[src/rtl/key_entry_buffer.sv]
// key_entry_buffer
// Keypad entry buffer for the alarm clock key path. Accepted key digits shift
// in at the least-significant position. Backspace removes the most recent
// digit and clear empties the buffer. Out-of-range keys are rejected, as are
// keys arriving while the buffer is full when OVERWRITE=0. An optional
// inactivity timeout auto-clears a partly or fully entered buffer.
//
// Ports
//   clock        rising-edge clock
//   reset        asynchronous, active-high reset
//   shift_i      one-cycle strobe: shift in key_i
//   key_i        key code, sampled while shift_i=1
//   backspace_i  one-cycle strobe: remove the most recently entered digit
//   clear_i      one-cycle strobe: empty the buffer
//   digits_o     buffer contents; digit i at [i*KEY_W +: KEY_W]
//   count_o      number of valid digits, 0..DIGITS
//   state_o      2'b00 IDLE, 2'b01 ENTRY, 2'b10 FULL
//   full_o       count_o == DIGITS
//   reject_o     one-cycle pulse: a key strobe was ignored
//   timeout_o    one-cycle pulse: buffer auto-cleared by inactivity
module key_entry_buffer #(
  parameter int DIGITS      = 4,
  parameter int KEY_W       = 4,
  parameter int MAX_KEY     = 9,
  parameter bit OVERWRITE   = 1'b1,
  parameter int TIMEOUT_CYC = 0,
  parameter int CNT_W       = $clog2(DIGITS + 1),
  parameter int TO_W        = 32
) (
  input  logic                      clock,
  input  logic                      reset,
  input  logic                      shift_i,
  input  logic [KEY_W-1:0]          key_i,
  input  logic                      backspace_i,
  input  logic                      clear_i,
  output logic [DIGITS*KEY_W-1:0]   digits_o,
  output logic [CNT_W-1:0]          count_o,
  output logic [1:0]                state_o,
  output logic                      full_o,
  output logic                      reject_o,
  output logic                      timeout_o
);

  typedef enum logic [1:0] {
    S_IDLE  = 2'b00,
    S_ENTRY = 2'b01,
    S_FULL  = 2'b10
  } state_t;

  localparam int                DW       = DIGITS * KEY_W;
  localparam logic [CNT_W-1:0]  CNT_FULL = CNT_W'(DIGITS);
  localparam logic [TO_W-1:0]   TO_LAST  = TO_W'(TIMEOUT_CYC - 1);
  localparam bit                TO_EN    = (TIMEOUT_CYC > 0);

  logic [DW-1:0]    digits_q, digits_d;
  logic [CNT_W-1:0] count_q,  count_d;
  state_t           state_q,  state_d;
  logic             full_q,   full_d;
  logic             reject_q, reject_d;
  logic             timeout_q, timeout_d;
  logic [TO_W-1:0]  tcnt_q,   tcnt_d;

  logic             key_ok_s;
  logic             is_full_s;
  logic             any_strobe_s;
  logic             expire_s;
  logic [TO_W-1:0]  tcnt_idle_s;

  // Shared decode of the current cycle's conditions.
  always_comb begin
    key_ok_s     = (32'(key_i) <= 32'(MAX_KEY));
    is_full_s    = (count_q == CNT_FULL);
    any_strobe_s = clear_i | backspace_i | shift_i;
    // >= rather than ==: a rejected shift on the expiry cycle blocks the
    // timeout but keeps counting, so expiry is taken on the next free cycle.
    expire_s     = TO_EN && (count_q != '0) && (tcnt_q >= TO_LAST);
    // Inactivity counter value when nothing restarts it: runs while digits
    // are held, sits at zero while the buffer is empty or timeout disabled.
    if (TO_EN && (count_q != '0)) begin
      tcnt_idle_s = tcnt_q + TO_W'(1);
    end else begin
      tcnt_idle_s = '0;
    end
  end

  // Buffer, count and timeout next-state; clear > backspace > shift > expiry.
  always_comb begin
    digits_d  = digits_q;
    count_d   = count_q;
    reject_d  = 1'b0;
    timeout_d = 1'b0;
    tcnt_d    = tcnt_idle_s;
    if (clear_i) begin
      digits_d = '0;
      count_d  = '0;
      tcnt_d   = '0;
    end else if (backspace_i) begin
      tcnt_d = '0;
      if (count_q != '0) begin
        digits_d = {{KEY_W{1'b0}}, digits_q[DW-1:KEY_W]};
        count_d  = count_q - CNT_W'(1);
      end else begin
        digits_d = digits_q;
      end
    end else if (shift_i) begin
      if (key_ok_s && (!is_full_s || OVERWRITE)) begin
        digits_d = {digits_q[DW-KEY_W-1:0], key_i};
        count_d  = is_full_s ? count_q : (count_q + CNT_W'(1));
        tcnt_d   = '0;
      end else begin
        // Rejected key leaves the inactivity counter running.
        reject_d = 1'b1;
      end
    end else if (expire_s) begin
      digits_d  = '0;
      count_d   = '0;
      timeout_d = 1'b1;
      tcnt_d    = '0;
    end else begin
      tcnt_d = tcnt_idle_s;
    end
  end

  // Entry state follows the next count, so it only moves when count moves.
  always_comb begin
    if (count_d == '0) begin
      state_d = S_IDLE;
    end else if (count_d == CNT_FULL) begin
      state_d = S_FULL;
    end else begin
      state_d = S_ENTRY;
    end
    full_d = (count_d == CNT_FULL);
  end

  // State register with asynchronous reset.
  always_ff @(posedge clock or posedge reset) begin
    if (reset) begin
      digits_q  <= '0;
      count_q   <= '0;
      state_q   <= S_IDLE;
      full_q    <= 1'b0;
      reject_q  <= 1'b0;
      timeout_q <= 1'b0;
      tcnt_q    <= '0;
    end else begin
      digits_q  <= digits_d;
      count_q   <= count_d;
      state_q   <= state_d;
      full_q    <= full_d;
      reject_q  <= reject_d;
      timeout_q <= timeout_d;
      tcnt_q    <= tcnt_d;
    end
  end

  assign digits_o  = digits_q;
  assign count_o   = count_q;
  assign state_o   = state_q;
  assign full_o    = full_q;
  assign reject_o  = reject_q;
  assign timeout_o = timeout_q;

endmodule

[config.mk]
export PLATFORM = sky130hd
export DESIGN_NAME = key_entry_buffer
export DESIGN_NICKNAME = d
export VERILOG_FILES = /design/src/rtl/key_entry_buffer.sv
export SDC_FILE = /design/constraint.sdc
export NUM_CORES = 1
export LEC_CHECK = 0
export ABC_AREA = 1
export CORE_UTILIZATION = 50
export CTS_CLUSTER_DIAMETER = 150
export DETAILED_ROUTE_END_ITERATION = 8
export PLACE_DENSITY = 0.82
export SLEW_MARGIN = 20
export SYNTH_ARGS = -nofsm -noshare
export SYNTH_HDL_FRONTEND = slang
export SYNTH_SLANG_ARGS = --single-unit
export TNS_END_PERCENT = 10
[constraint.sdc]
create_clock -name clock -period 2.1 [get_ports clock]
set_input_delay 0.63 -clock clock [delete_from_list [all_inputs] [get_ports clock]]
set_output_delay 0.63 -clock clock [all_outputs]
set_load 0.02 [all_outputs]
==> results of run 1 <==
[report_power, final]
group / leakage (nW) / internal (mW) / switching (mW) / total [mW]
Sequential: 0.292 / 0.468 / 0.0374 / 0.506
Combinational: 0.400 / 0.170 / 0.218 / 0.387
Clock: 0.0210 / 0.106 / 0.127 / 0.233
Total: 0.714 / 0.744 / 0.382 / 1.13
[cell families after synthesis]
logic type	share of synthesized area (%)
AOI/OAI and AO/OA	15.6
adders and majority gates	3.06
buffers and inverters	12.0
DFF	44.9
other	0.306
and+or+nand+nor	24.1
[worst max-delay path by stage]
stage | slack [ns] | cells after the start | endpoint
CTS | 0.07 | 1 | count_o[2]
finish | 0.07 | 1 | count_o[2]
floorplan | 0.61 | 8 | digits_o[9]
detailed placement | 0.02 | 7 | digits_o[12]
global placement | 0.09 | 7 | digits_o[12]
global route | 0.02 | 1 | count_o[2]
[stage by stage]
stage / std cells / hold slack, ns
finish: 212 / 0.557
global placement: 208 / 0.535
detailed placement: 208 / 0.536
global route: 212 / 0.590
floorplan: 148 / 0.619
CTS: 212 / 0.568
[synthesized netlist by cell type (2+ instances only)]
| cell type | instances | area share [%] |
|---|---|---|
| nand2_2 | 3 | 1.5 |
| ha_1 | 3 | 3.1 |
| inv_2 | 3 | 0.92 |
| inv_1 | 20 | 6.1 |
| nor2_2 | 3 | 1.5 |
| buf_4 | 4 | 2.4 |
| nor2_1 | 6 | 1.8 |
| o21ai_0 | 9 | 3.7 |
| o21ai_1 | 9 | 3.7 |
| o21ai_2 | 3 | 2.1 |
| a21oi_1 | 2 | 0.82 |
| a31oi_1 | 2 | 1.0 |
| nand3_1 | 18 | 7.3 |
| nand2_1 | 29 | 8.9 |
| dfrtp_1 | 22 | 45 |
[placed cells by master (no fill, tap or decap), types with 6 or more instances in the layout]
master and instances:
clkdlybuf4s50_1 31, nand2_1 29, dfrtp_1 22, inv_1 20, nand3_1 18, o21ai_1 9, o21ai_0 9, buf_4 8
nor2_1 6
[cell type report]
type,count,area share [%]
clock buffers,4,2.26
inverters,23,5.37
multi-input cells,96,32.9
flip-flops and latches,22,34.3
well taps,28,2.18
repair buffers,39,23.1
[layer usage]
| metal | track usage [%] | routed length [um] |
|---|---|---|
| met4 | 10.4 | 27 |
| met1 | 30.8 | 1150 |
| met2 | 35.9 | 1290 |
| met3 | 6.14 | 182 |
| met5 | 0 | 0 |
[registers in the layout (all words and copies together), names as in the netlist]
signal,cells
count_o,3
digits_o,16
full_o,1
reject_o,1
state_o,1
==> flow_summary.yaml, run 1 <==
run:
  maxCapViolCount: 0
logic_synthesis:
  ys_seq_elements: 22
  ys_seq_area_share_pct: 44.9
  ys_warn_count: 0
  async_reset_ff_share_pct: 100
  avgSynthCellArea_um2: 8.28
  yosysUniqueCellTypes: 27
  ys.flop_type: "dfrtp_1"
  syn_inst: 148
  synth_nets: 160
  synth_area_um2: 1230
  synth-edff-count: 0
setup_path:
  regToRegEndpoint: "digits_o[12]"
  slowest_stage: "clkdlybuf4s50_1"
  crit_family: "buffers and inverters"
  path_cells: "clkdlybuf4s50_1"
  reg2reg_from: "count_o[0]"
  startpoint: "count_o[2]"
  worstPathRequired_ns: 1.47
  crit_buf_inv: 1
  worstSetupPathType: "flop to output pin"
  rr_worst_depth: 8
  end_kind: "output pin"
  slowest_delay_ns: 0.64
  arrival_ns: 1.40
  path_max_fanout: 5
  r2r_slack_ns: 0.47
  worst_setup_path_start_kind: "flop"
die:
  io_pins: 33
  die_x_um: 51.5
  floorplan.core_area_um2: 2250
  rows: 17
  die-area_um2: 2650
  die_h_um: 51.5
  start_util_pct: 54.4
cts:
  clk_path_buf_depth: 2
  clockRootBuffer: "clkbuf_4"
  numCtsBuffers: 3
  postCtsSetupRepairBufs: 0
  clk_pin_slew_ns: 0.11
  htreeDepth: 1
  ctsResizeCount: 0
  clk_latency_ns: 0.31
  tritoncts: "done"
  cts_sinks: 22
  cts_hold_buf: 0
final_layout:
  sequential_cell_area_um2: 551
  final_nets: 197
  fin_util_pct: 71.3
  multi_input_area_um2: 528
  stdcell_area_um2: 1610
  drive_gt1_share_pct: 15.8
  n_fill_cell: 192
  diodes: 0
  syn2layout_area_growth_pct: 31.0
timing:
  fin_tns_setup_ns: 0
  setup_viol: 0
  finalHoldViolCount: 0
  maxSlewViolCount: 0
  rsz0062_at_grt: "no"
  fmax_ghz: 0.493
  finalCritPeriodShare_pct: 96.6
  fin_ws_ns: 0.0720
  final.setup_skew_ns: 0.00977
  min_period_ns: 2.03
power_and_ir_drop:
  p_leak_nw: 0.714
  vdd_ir_drop_max_mv: 0.512
  powerDensity_nw_per_um2: 701
  total_power_mw: 1.13
place:
  routabilityCongestion: 0.840
  place_ws_ns: 0.0234
  place_area_um2: 1570
  io_buffer_count: 31
  dp_hpwl_um: 2020
hold_path:
  worstHoldStart: "digits_o[3]"
  min_to: "digits_o[3]"
  hp-class: "flop to flop"
  whs_path_depth: 2
routing:
  drtIter0Drc: 29
  wl_um: 2650
  wl_per_cell_um: 12.5
  via_per_inst: 5.26
  ant_nets: 0
  dr.pass1.iters: 4
  vias: 1115
  remaining_drc_errors: 0
global_route:
  grt_overflow_total: 0
  grt_pass1_wl_um: 4570
  first_global_vias: 1118
  track_usage_pct: 23.3
  grt_start_max_net_pins: 23
  antenna_found_initial: 0
outcome:
  status: "completed"
No activity file was read; power rests on OpenSTA's default activity.
==> run 2, diff against run 1 <==
--- a/config.mk
+++ b/config.mk
@@ -6,10 +6,10 @@
 export NUM_CORES = 1
 export LEC_CHECK = 0
 export ABC_AREA = 1
-export CORE_UTILIZATION = 50
+export CORE_UTILIZATION = 30
 export CTS_CLUSTER_DIAMETER = 150
 export DETAILED_ROUTE_END_ITERATION = 8
-export PLACE_DENSITY = 0.82
+export PLACE_DENSITY = 0.54
 export SLEW_MARGIN = 20
 export SYNTH_ARGS = -nofsm -noshare
 export SYNTH_HDL_FRONTEND = slang
==> constraint.sdc (replaced) <==
create_clock -name clock -period 1.9 [get_ports clock]
set_input_delay 0.57 -clock clock [delete_from_list [all_inputs] [get_ports clock]]
set_output_delay 0.57 -clock clock [all_outputs]
set_load 0.02 [all_outputs]
==> run 2 against run 1 <==
Clock power increased by 43%. Power increased by 19%. Via count decreased by 2.4%. Critical path depth unchanged. Non-clock buffer count increased by 3. Utilization decreased by 26 points. Combinational power increased by 13%. Worst setup slack got worse by 0.027 ns. Register-to-register slack got worse by 0.15 ns. First-iteration DRC count increased by 34%. Flip-flop and latch count unchanged. Largest power group unchanged. Count of clock-buffer cells in the layout unchanged.
==> flow_summary.yaml, run 2 (synthesis gave the netlist of run 1 again) <==
cts:
  clk_pin_slew_ns: 0.08
  clockRootBuffer: "clkbuf_8"
  cts_sinks: 22
  tritoncts: "done"
  numCtsBuffers: 3
  clk_path_buf_depth: 2
  cts_hold_buf: 0
  htreeDepth: 1
  clk_latency_ns: 0.26
setup_path:
  worst_setup_path_start_kind: "flop"
  worstSetupPathType: "flop to output pin"
  path_max_fanout: 3
  worstPathRequired_ns: 1.33
  end_kind: "output pin"
  slowest_delay_ns: 0.63
  crit_buf_inv: 1
  r2r_slack_ns: 0.32
  cp.depth: 1
  arrival_ns: 1.28
  rr_worst_depth: 8
  path_cells: "clkdlybuf4s50_1"
  crit_family: "buffers and inverters"
  slowest_stage: "clkdlybuf4s50_1"
routing:
  remaining_drc_errors: 0
  drtIter0Drc: 39
  wl_per_cell_um: 12.0
  dr.pass1.iters: 4
  vias: 1088
  via_per_inst: 4.63
  ant_nets: 0
  wl_um: 2820
global_route:
  track_usage_pct: 14.3
  first_global_vias: 1051
  grt_pass1_wl_um: 4750
  grt_overflow_total: 0
  antenna_found_initial: 0
  grt_start_max_net_pins: 23
final_layout:
  final_nets: 200
  n_fill_cell: 374
  drive_gt1_share_pct: 17.1
  final_common_cell: "nand2_1"
  syn2layout_area_growth_pct: 39.4
  final_cell_mix: "nand2_1, clkdlybuf4s50_1, dfrtp_1"
  largest_reg_flops: 16
  multi_input_area_um2: 528
  diodes: 0
  sequential_cell_area_um2: 551
power_and_ir_drop:
  p_leak_nw: 0.819
  powerDensity_nw_per_um2: 781
  vdd_ir_drop_max_mv: 0.508
timing:
  final.setup_skew_ns: 0.00298
  finalCritPeriodShare_pct: 97.6
  fin_ws_ns: 0.0450
  finalHoldViolCount: 0
  setup_viol: 0
  rsz0062_at_grt: "no"
  maxSlewViolCount: 0
  fin_hold_ws_ns: 0.544
  min_period_ns: 1.85
  fmax_ghz: 0.539
hold_path:
  whs_path_depth: 2
  hp-class: "flop to flop"
place:
  dp_hpwl_um: 2170
  routabilityCongestion: 0.963
  io_buffer_count: 31
  place_ws_ns: -0.00537
die:
  io_pins: 33
  rows: 22
  start_util_pct: 32.3
  die-area_um2: 4350
  die_h_um: 65.9
  die_x_um: 65.9
  floorplan.core_area_um2: 3800
run:
  maxCapViolCount: 0
outcome:
  status: "completed"
## run 2: changes by cell type in the layout (fill, tap and decap cells not counted), sizes merged
| cell | before | now |
|---|---|---|
| clkdlybuf4s50 | 31 | 25 |
| dlymetal6s2s | 0 | 5 |
| buf | 8 | 11 |
| dlygate4sd2 | 0 | 1 |
## run 2: report_power, final
group / internal (mW) / switching [mW]
clock: 0.185 / 0.150
sequential: 0.518 / 0.0447
combinational: 0.196 / 0.241
total: 0.899 / 0.436
## run 2: per-layer routing
layer / up-vias / track usage [%] / routed length, um
li1: 553 / - / -
met1: 511 / 19.5 / 1370
met2: 22 / 22.3 / 1340
met3: 2 / 3.45 / 97
met4: 0 / 3.72 / 17
met5: - / 0 / 0
## run 2: metrics by stage
| step | total power [mW] | util, % | std cells | TNS [ns] | cell area, um2 |
|---|---|---|---|---|---|
| 2_1_floorplan | 0.826 | - | 148 | 0 | 1230 |
| 3_3_place_gp | 1.01 | 43.2 | 231 | -0.00762 | 1640 |
| 3_5_place_dp | 1.02 | 43.2 | 231 | -0.00537 | 1640 |
| 4_1_cts | 1.36 | 44.7 | 235 | 0 | 1700 |
| 5_1_grt | 1.42 | 45.0 | 235 | 0 | 1710 |
| 6_report | 1.33 | 45.0 | 235 | 0 | 1710 |
## run 2: worst paths after layout
check | startpoint | to
setup / recovery | digits_o[7] | digits_o[7]
hold / removal | digits_o[14] | digits_o[14]
setup reg to reg | count_o[0] | digits_o[9]
hold reg to reg | digits_o[14] | digits_o[14]
max in group asynchronous | reset | digits_o[5]
min in group asynchronous | reset | reject_o
## run 2: layout make-up
class | instances | share of cell area (%)
sequential | 22 | 32.2
multi-input combinational | 96 | 30.9
timing repair buffer | 42 | 25.1
inverter | 23 | 5.05
tap | 48 | 3.51
clock buffer | 4 | 3.22
## run 2: repair_timing
action                     4_1_cts  5_1_grt
setup endpoints to repair        1        5
cloned                           0        0
gates resized for setup          1        5
setup buffers                    0        0
